$ cat src/rtl/button_conditioner.sv
// Multi-channel push-button front end: synchroniser, counter debounce,
// single-cycle press/release pulses and optional auto-repeat per channel.
module button_conditioner #(
  parameter int NUM_BTN         = 4,
  parameter int SYNC_STAGES     = 2,
  parameter int DEBOUNCE_CYCLES = 16,
  parameter int REPEAT_DELAY    = 0,
  parameter int REPEAT_PERIOD   = 8
) (
  input  logic               button_clk,
  input  logic               button_rst_n,
  input  logic [NUM_BTN-1:0] buttonIn,
  output logic [NUM_BTN-1:0] stableButton,
  output logic [NUM_BTN-1:0] pressPulse,
  output logic [NUM_BTN-1:0] releasePulse,
  output logic [NUM_BTN-1:0] repeatPulse
);

  localparam int CNT_W = $clog2(DEBOUNCE_CYCLES + 1);

  if (NUM_BTN < 1) begin : g_bad_num
    $error("button_conditioner: NUM_BTN must be >= 1");
  end
  if (SYNC_STAGES < 2) begin : g_bad_sync
    $error("button_conditioner: SYNC_STAGES must be >= 2");
  end
  if (DEBOUNCE_CYCLES < 1) begin : g_bad_deb
    $error("button_conditioner: DEBOUNCE_CYCLES must be >= 1");
  end
  if (REPEAT_DELAY < 0) begin : g_bad_rdel
    $error("button_conditioner: REPEAT_DELAY must be >= 0");
  end
  if (REPEAT_PERIOD < 1) begin : g_bad_rper
    $error("button_conditioner: REPEAT_PERIOD must be >= 1");
  end

  for (genvar gi = 0; gi < NUM_BTN; gi++) begin : g_ch
    logic [SYNC_STAGES-1:0] sync_reg;
    logic                   sync_out;
    logic [CNT_W-1:0]       cnt_reg;
    logic [CNT_W-1:0]       cnt_next;
    logic                   stable_reg;
    logic                   stable_next;
    logic                   press_reg;
    logic                   release_reg;

    always_ff @(posedge button_clk or negedge button_rst_n) begin
      if (!button_rst_n) begin
        sync_reg <= '0;
      end else begin
        sync_reg <= {sync_reg[SYNC_STAGES-2:0], buttonIn[gi]};
      end
    end

    assign sync_out = sync_reg[SYNC_STAGES-1];

    // Any cycle agreeing with the accepted level restarts the count.
    always_comb begin
      stable_next = stable_reg;
      cnt_next    = '0;
      if (sync_out != stable_reg) begin
        if (cnt_reg == CNT_W'(DEBOUNCE_CYCLES - 1)) begin
          stable_next = sync_out;
        end else begin
          cnt_next = cnt_reg + CNT_W'(1);
        end
      end
    end

    always_ff @(posedge button_clk or negedge button_rst_n) begin
      if (!button_rst_n) begin
        cnt_reg     <= '0;
        stable_reg  <= 1'b0;
        press_reg   <= 1'b0;
        release_reg <= 1'b0;
      end else begin
        cnt_reg     <= cnt_next;
        stable_reg  <= stable_next;
        press_reg   <= stable_next & ~stable_reg;
        release_reg <= ~stable_next & stable_reg;
      end
    end

    assign stableButton[gi] = stable_reg;
    assign pressPulse[gi]   = press_reg;
    assign releasePulse[gi] = release_reg;

    if (REPEAT_DELAY > 0) begin : g_rpt
      localparam int RPT_MAX = (REPEAT_DELAY > REPEAT_PERIOD) ? REPEAT_DELAY : REPEAT_PERIOD;
      localparam int RPT_W   = $clog2(RPT_MAX + 1);

      logic [RPT_W-1:0] rcnt_reg;
      logic [RPT_W-1:0] rcnt_next;
      logic [RPT_W-1:0] rcnt_limit;
      logic             periodic_reg;
      logic             periodic_next;
      logic             rpt_reg;
      logic             rpt_next;

      // First repeat waits REPEAT_DELAY edges, later ones REPEAT_PERIOD; a
      // level change (press or release) restarts the schedule and masks a repeat.
      always_comb begin
        rcnt_next     = rcnt_reg;
        periodic_next = periodic_reg;
        rpt_next      = 1'b0;
        rcnt_limit    = periodic_reg ? RPT_W'(REPEAT_PERIOD - 1) : RPT_W'(REPEAT_DELAY - 1);
        if (stable_next != stable_reg) begin
          rcnt_next     = '0;
          periodic_next = 1'b0;
        end else if (stable_reg) begin
          if (rcnt_reg == rcnt_limit) begin
            rpt_next      = 1'b1;
            rcnt_next     = '0;
            periodic_next = 1'b1;
          end else begin
            rcnt_next = rcnt_reg + RPT_W'(1);
          end
        end
      end

      always_ff @(posedge button_clk or negedge button_rst_n) begin
        if (!button_rst_n) begin
          rcnt_reg     <= '0;
          periodic_reg <= 1'b0;
          rpt_reg      <= 1'b0;
        end else begin
          rcnt_reg     <= rcnt_next;
          periodic_reg <= periodic_next;
          rpt_reg      <= rpt_next;
        end
      end

      assign repeatPulse[gi] = rpt_reg;
    end else begin : g_no_rpt
      assign repeatPulse[gi] = 1'b0;
    end
  end

endmodule
$ cat config.mk
export PLATFORM = sky130hd
export DESIGN_NAME = button_conditioner
export DESIGN_NICKNAME = d
export VERILOG_FILES = /design/src/rtl/button_conditioner.sv
export SDC_FILE = /design/constraint.sdc
export NUM_CORES = 1
export LEC_CHECK = 0
export ABC_AREA = 1
export BUFFER_PORTS_ARGS = -buffer_cell sky130_fd_sc_hd__buf_2
export CAP_MARGIN = 20
export CORE_ASPECT_RATIO = 0.5
export CORE_MARGIN = 2
export CORE_UTILIZATION = 40
export CTS_BUF_LIST = sky130_fd_sc_hd__clkbuf_4 sky130_fd_sc_hd__clkbuf_8
export DETAILED_ROUTE_END_ITERATION = 10
export HOLD_SLACK_MARGIN = 0.05
export PLACE_DENSITY = 0.56
export SYNTH_ARGS = -nofsm -noshare
export SYNTH_HDL_FRONTEND = slang
export SYNTH_SLANG_ARGS = --single-unit
$ cat constraint.sdc
create_clock -name button_clk -period 1.15 [get_ports button_clk]
set_input_delay 0.1725 -clock button_clk [delete_from_list [all_inputs] [get_ports button_clk]]
set_output_delay 0.1725 -clock button_clk [all_outputs]
set_load 0.05 [all_outputs]
==> results of run 1 <==
cell usage after synthesis:
cell type | n | area [sq um]
dfrtp_1 | 40 | 1000
nand2_1 | 40 | 150
nor2_1 | 32 | 120
inv_1 | 24 | 90.1
buf_4 | 16 | 120
nand3_1 | 8 | 40.0
nand4_1 | 5 | 31.3
ha_1 | 4 | 50.1
xnor2_1 | 4 | 35.0
nand4_2 | 3 | 37.5
conb_1 | 1 | 3.75
per-layer routing:
layer | GRT usage, % | wire, microns
met3 | 4.59 | 126
met4 | 7.86 | 66
met2 | 15.9 | 981
met5 | 0 | 0
met1 | 16.1 | 1210
per-stage QoR:
stage / hold slack [ps] / std cells / util, %
final: 330 / 252 / 49.4
after global routing: 357 / 252 / 49.4
after CTS: 334 / 250 / 48.6
after detailed placement: 140 / 237 / 44.2
after global placement: 133 / 237 / 44.2
after floorplan: -123 / 180 / -
cells by family after synthesis:
logic type | count (synthesis) | synth area share (%)
xor+xnor | 4 | 2.09
other cells | 1 | 0.223
buf+inv | 40 | 12.5
simple gates | 88 | 22.6
flops | 40 | 59.6
fa+ha+maj | 4 | 2.98
final timing paths:
check / startpoint / endpoint / depth (start not counted)
worst max-delay path: g_ch[3].stable_reg$_DFF_PN0_ / stableButton[3] / 1
max in group asynchronous: button_rst_n / g_ch[2].sync_reg[0]$_DFF_PN0_ / 3
worst min-delay path: button_rst_n / g_ch[3].cnt_reg[2]$_DFF_PN0_ / 2
worst min register to register: g_ch[3].sync_reg[0]$_DFF_PN0_ / g_ch[3].sync_reg[1]$_DFF_PN0_ / 0
min in group button_clk: g_ch[3].sync_reg[0]$_DFF_PN0_ / g_ch[3].sync_reg[1]$_DFF_PN0_ / 0
worst max register to register: g_ch[0].cnt_reg[0]$_DFF_PN0_ / g_ch[0].cnt_reg[0]$_DFF_PN0_ / 4
cell type report:
class                           instances  area, sq um
Multi-Input combinational cell        100          489
Clock buffer                            6         82.6
Tap cell                               54         67.6
Inverter                               24         90.1
Sequential cell                        40         1000
Fill cell                             361         2010
Clock inverter                          2         38.8
Timing Repair Buffer                   26          188
what timing repair did:
item                                    in CTS  in global routing
hold endpoints to repair                    20                  0
gates cloned                                 0                  0
endpoints found under the setup margin       2                 13
pin swaps                                    0                  1
resized for setup                            2                  6
setup buffers                                0                  2
hold buffers                                 5                  0
power by group through the flow:
stage | clock network, uW | logic [uW] | registers, uW
2_1_floorplan | 0 | 118 | 1520
3_3_place_gp | 0 | 165 | 1520
3_5_place_dp | 0 | 168 | 1520
4_1_cts | 1250 | 181 | 1500
5_1_grt | 1300 | 218 | 1500
6_report | 1200 | 187 | 1500
==> flow_summary.json, run 1 <==
{
  "syn_inst": 177,
  "portBuffers": 17,
  "ios": 22,
  "cp_slowest_cell": "dfrtp_1",
  "pre_cts_ws_ps": 59.0,
  "crit_chain": "clkbuf_4",
  "routedWlPerCell_microns": 9.44,
  "numCtsBuffers": 5,
  "antenna_left": 0,
  "setup_viol": 0,
  "dr.pass1.iters": 4,
  "grt.overflow.total": 0,
  "antennaDiodeCount": 0,
  "clock_path_buffers": 2,
  "required_ps": 980,
  "rrSetupSlack_ps": 70,
  "cts_tree": "done",
  "via_per_inst": 4.19,
  "hpwl_microns": 1650,
  "drv_slew": 0,
  "power_density_mw_per_mm2": 1470,
  "vias": 1055,
  "hold_path_class": "in2async",
  "switching_share_pct": 22.3,
  "critPathKind": "reg2out",
  "rows": 16,
  "drive_gt1_share_pct": 18.2,
  "totalPowerFinal_uw": 2880,
  "grt_pass1_vias": 974,
  "most-common-layout-cells": "dfrtp_1, nand2_1, nor2_1",
  "syn2layout_area_growth_pct": 16.5,
  "cts.sinks": 40,
  "worstPathArrival_ps": 920,
  "crit_fanout": 4,
  "yosysSeqAreaShare_pct": 59.6,
  "final_hold_viol_count": 0,
  "seqPwrFrac_pct": 52.0,
  "critPathBufInv": 1,
  "combPwrFrac_pct": 6.5,
  "syn_avg_cell_area_sq_um": 9.49,
  "start_kind": "flop",
  "drtIter0Drc": 50,
  "fin_crit_ps": 1090,
  "synth.distinct_cells": 11,
  "peakVddDrop_mv": 0.891,
  "final_common_cell": "dfrtp_1",
  "critPathMaxStageDelay_ps": 380,
  "yosysWarnings": 0,
  "drcViolationCount": 0,
  "clock-skew-final_ps": 8.73,
  "grt_max_degree": 19,
  "largest_reg_flops": 20,
  "final_cell_area_sq_mm": 0.00196,
  "antenna_found_initial": 0,
  "p_int_uw": 2240,
  "maxCapViolCount": 0,
  "p_sw_uw": 643,
  "synth-seq-cells": 40,
  "die_h_microns": 49.8,
  "path_clk_slew_ps": 80,
  "final.setup.tns_ps": 0,
  "die_x_microns": 95.6,
  "setup_ws_ps": 58.1,
  "grt_pass1_wl_microns": 4140,
  "fin_crit_sh_pct": 94.9,
  "worst_skew_pair.late_latency_ps": 300,
  "place_area_sq_mm": 0.00175,
  "synth_area_sq_mm": 0.00168,
  "wl_microns": 2380,
  "initial_core_util_pct": 42.4,
  "root_buffer": "clkbuf_8",
  "grt_usage_pct": 11.9,
  "crit_path_end_kind": "primary output",
  "gp_congestion": 0.755,
  "fmax_mhz": 916,
  "path_delay_family": "flip-flops",
  "die_area_sq_mm": 0.00476,
  "cts_max_level": 2,
  "leakage_uw": 0.00107,
  "outcome": "completed",
  "p_clk_share_pct": 41.5,
  "num-nets-final": 207,
  "core_sq_mm": 0.00396
}
Note: power is estimated with default switching activity, not from simulation.
==> inputs of run 2 (changes only) <==
ABC_AREA = not set   (was 1)
GPL_ROUTABILITY_DRIVEN = 0   (was not set)
==> run 2 against run 1 <==
  * Clock skew fell by 4.6 ps
  * Via count is 15% lower
  * Die area shrank 2.0%
  * Sequential cell count stayed put
  * Synthesized area shrank 2.2%
  * Clock power decreased by 6%
  * Design area up 3.7%
  * Final cell count shrank 18%
  * Sequential share of layout area fell by 1.8 points
  * Critical path depth is 2 higher
  * Critical path type is now reg2reg
  * Largest power group unchanged
  * Highest routed layer unchanged
==> flow_summary.json, run 2 <==
{
  "outcome": "completed",
  "hpwl_microns": 1470,
  "clock_path_buffers": 2,
  "global_route.usage.met1_pct": 13.7,
  "crit_path_end_kind": "flop",
  "yosysWarnings": 0,
  "via_per_inst": 4.36,
  "die_h_microns": 49.3,
  "final_hold_viol_count": 0,
  "antenna_left": 0,
  "grt_pass1_wl_microns": 3960,
  "largest_reg_flops": 20,
  "synthFlopType": "dfrtp_1",
  "maxCapViolCount": 0,
  "hold_path_class": "reg2reg",
  "placed_cells": 184,
  "portBuffers": 17,
  "synthDominantAreaCellType": "dfrtp_1",
  "crit_fanout": 5,
  "dr.pass1.iters": 3,
  "num-nets-final": 161,
  "cts_tree": "done",
  "critPathMaxStageDelay_ps": 360,
  "worst_skew_pair.late_latency_ps": 290,
  "synth.distinct_cells": 16,
  "setup_ws_ps": 17.9,
  "synth-seq-cells": 40,
  "path_clk_slew_ps": 70,
  "rrSetupSlack_ps": 20,
  "async_flop_share_pct": 100,
  "power_density_mw_per_mm2": 1400,
  "stdcell_count": 206,
  "fin_crit_ps": 1130,
  "crit_chain": "ha_2 -> nand4b_4 -> mux2_4",
  "cts.sinks": 40,
  "place_area_sq_mm": 0.00175,
  "peakVddDrop_mv": 0.600,
  "synth_enable_flop_cells": 0,
  "grt.overflow.total": 0,
  "drcViolationCount": 0,
  "antenna_found_initial": 0,
  "busiest_layer": "met2",
  "syn_inst": 121,
  "start_kind": "flop",
  "final_common_cell": "dfrtp_1",
  "synth_area_sq_mm": 0.00164,
  "pre_cts_ws_ps": -14.2,
  "path_delay_family": "flip-flops",
  "ios": 22,
  "core_sq_mm": 0.00392,
  "drive_gt1_share_pct": 34.9,
  "cp_slowest_cell": "dfrtp_1",
  "numCtsBuffers": 5,
  "grt_max_degree": 41,
  "leakage_uw": 0.00117,
  "worstPathArrival_ps": 1310,
  "synth_common_cells": "dfrtp_1, buf_4, xor2_1",
  "syn_avg_cell_area_sq_um": 13.6,
  "grtUsageMet3_pct": 4.64,
  "ys_top_cells_by_area": "dfrtp_1, buf_4, xor2_1",
  "fmax_mhz": 883,
  "die_x_microns": 94.6,
  "final.setup.tns_ps": 0,
  "root_buffer": "clkbuf_8",
  "grt_usage_pct": 11.6,
  "most-common-layout-cells": "dfrtp_1, buf_4, buf_2",
  "drtIter0Drc": 49,
  "crit_start": "g_ch[3].cnt_reg[0]$_DFF_PN0_",
  "initial_core_util_pct": 41.9,
  "drv_slew": 0,
  "wl_microns": 2360,
  "syn2layout_area_growth_pct": 23.5,
  "fin_crit_sh_pct": 98.4,
  "yosysSeqAreaShare_pct": 60.9,
  "vias": 898,
  "critPathKind": "reg2reg",
  "setup_viol": 0,
  "holdWs_ps": 351,
  "grt_pass1_vias": 908,
  "rsz0062_at_grt": "yes",
  "worstHoldStart": "g_ch[0].sync_reg[0]$_DFF_PN0_",
  "clock-skew-final_ps": 4.13,
  "antennaDiodeCount": 0,
  "required_ps": 1320,
  "die_area_sq_mm": 0.00467,
  "yosysMostFrequentCell": "dfrtp_1",
  "synth_top_area_share_pct": 60.9,
  "critPathBufInv": 0,
  "final_cell_area_sq_mm": 0.00203,
  "cts_max_level": 2,
  "gr-usage-met2_pct": 17.6,
  "rows": 16,
  "r2r_start": "g_ch[3].cnt_reg[0]$_DFF_PN0_",
  "routedWlPerCell_microns": 11.5
}
-- run 2: changes by cell type after synthesis, moves of 5 or more --
| cell | before | now |
|---|---|---|
| inv_1 | 24 | 0 |
| nor3b_1 | 0 | 8 |
| xor2_1 | 0 | 12 |
| and2_1 | 0 | 5 |
| nor2_1 | 32 | 8 |
| nand2_1 | 40 | 8 |
| nand4_1 | 5 | 0 |
-- run 2: repair_timing --
action	4_1_cts	5_1_grt
hold buffers	5	0
hold endpoints to repair	44	0
pin swaps	1	4
buffers inserted	2	7
endpoints found under the setup margin	7	9
gates resized for setup	5	5
-- run 2: kinds of logic after synthesis --
group | after synthesis | synth area share (%)
DFF | 40 | 60.9
AOI/OAI and AO/OA | 4 | 1.52
buffers and inverters | 16 | 7.31
muxes | 4 | 3.66
adders and majority gates | 4 | 3.05
other | 1 | 0.228
xor gates and xnor gates | 12 | 6.40
and+or+nand+nor | 40 | 16.9
-- run 2: layout make-up --
cell class                 count  area [sq um]
multi-input combinational     68           582
sequential                    40          1000
timing repair buffer          36           267
clock inverter                 2          35.0
tap                           54          67.6
fill                         366          1890
clock buffer                   6          76.3
-- run 2: power by group --
group	total (uW)	switching, uW	leakage [uW]	internal (uW)
clock	1130	464	0.0000586	667
sequential	1500	50.5	0.000528	1450
combinational	207	105	0.000580	102
total	2840	619	0.00117	2220
-- run 2: through the flow --
stage	power [uW]	utilization, %
floorplan	1620	-
global placement	1680	44.5
detailed placement	1690	44.5
CTS	2840	49.5
global route	2990	51.7
finish	2840	51.7
-- run 2: worst paths after layout --
| check | endpoint | cells after the start |
|---|---|---|
| worst max-delay path | g_ch[3].stable_reg$_DFF_PN0_ | 3 |
| worst min-delay path | g_ch[0].sync_reg[1]$_DFF_PN0_ | 0 |
| worst max register to register | g_ch[3].stable_reg$_DFF_PN0_ | 3 |
| worst min register to register | g_ch[0].sync_reg[1]$_DFF_PN0_ | 0 |
| max in group asynchronous | g_ch[0].stable_reg$_DFF_PN0_ | 3 |
| min in group asynchronous | g_ch[1].cnt_reg[1]$_DFF_PN0_ | 3 |
-- run 2: routing by layer --
layer / share of wire, % / vias up
met2: 45 / 19
met3: 5.9 / 6
li1: - / 443
met4: 2.2 / 0
met1: 47 / 430
met5: 0 / -
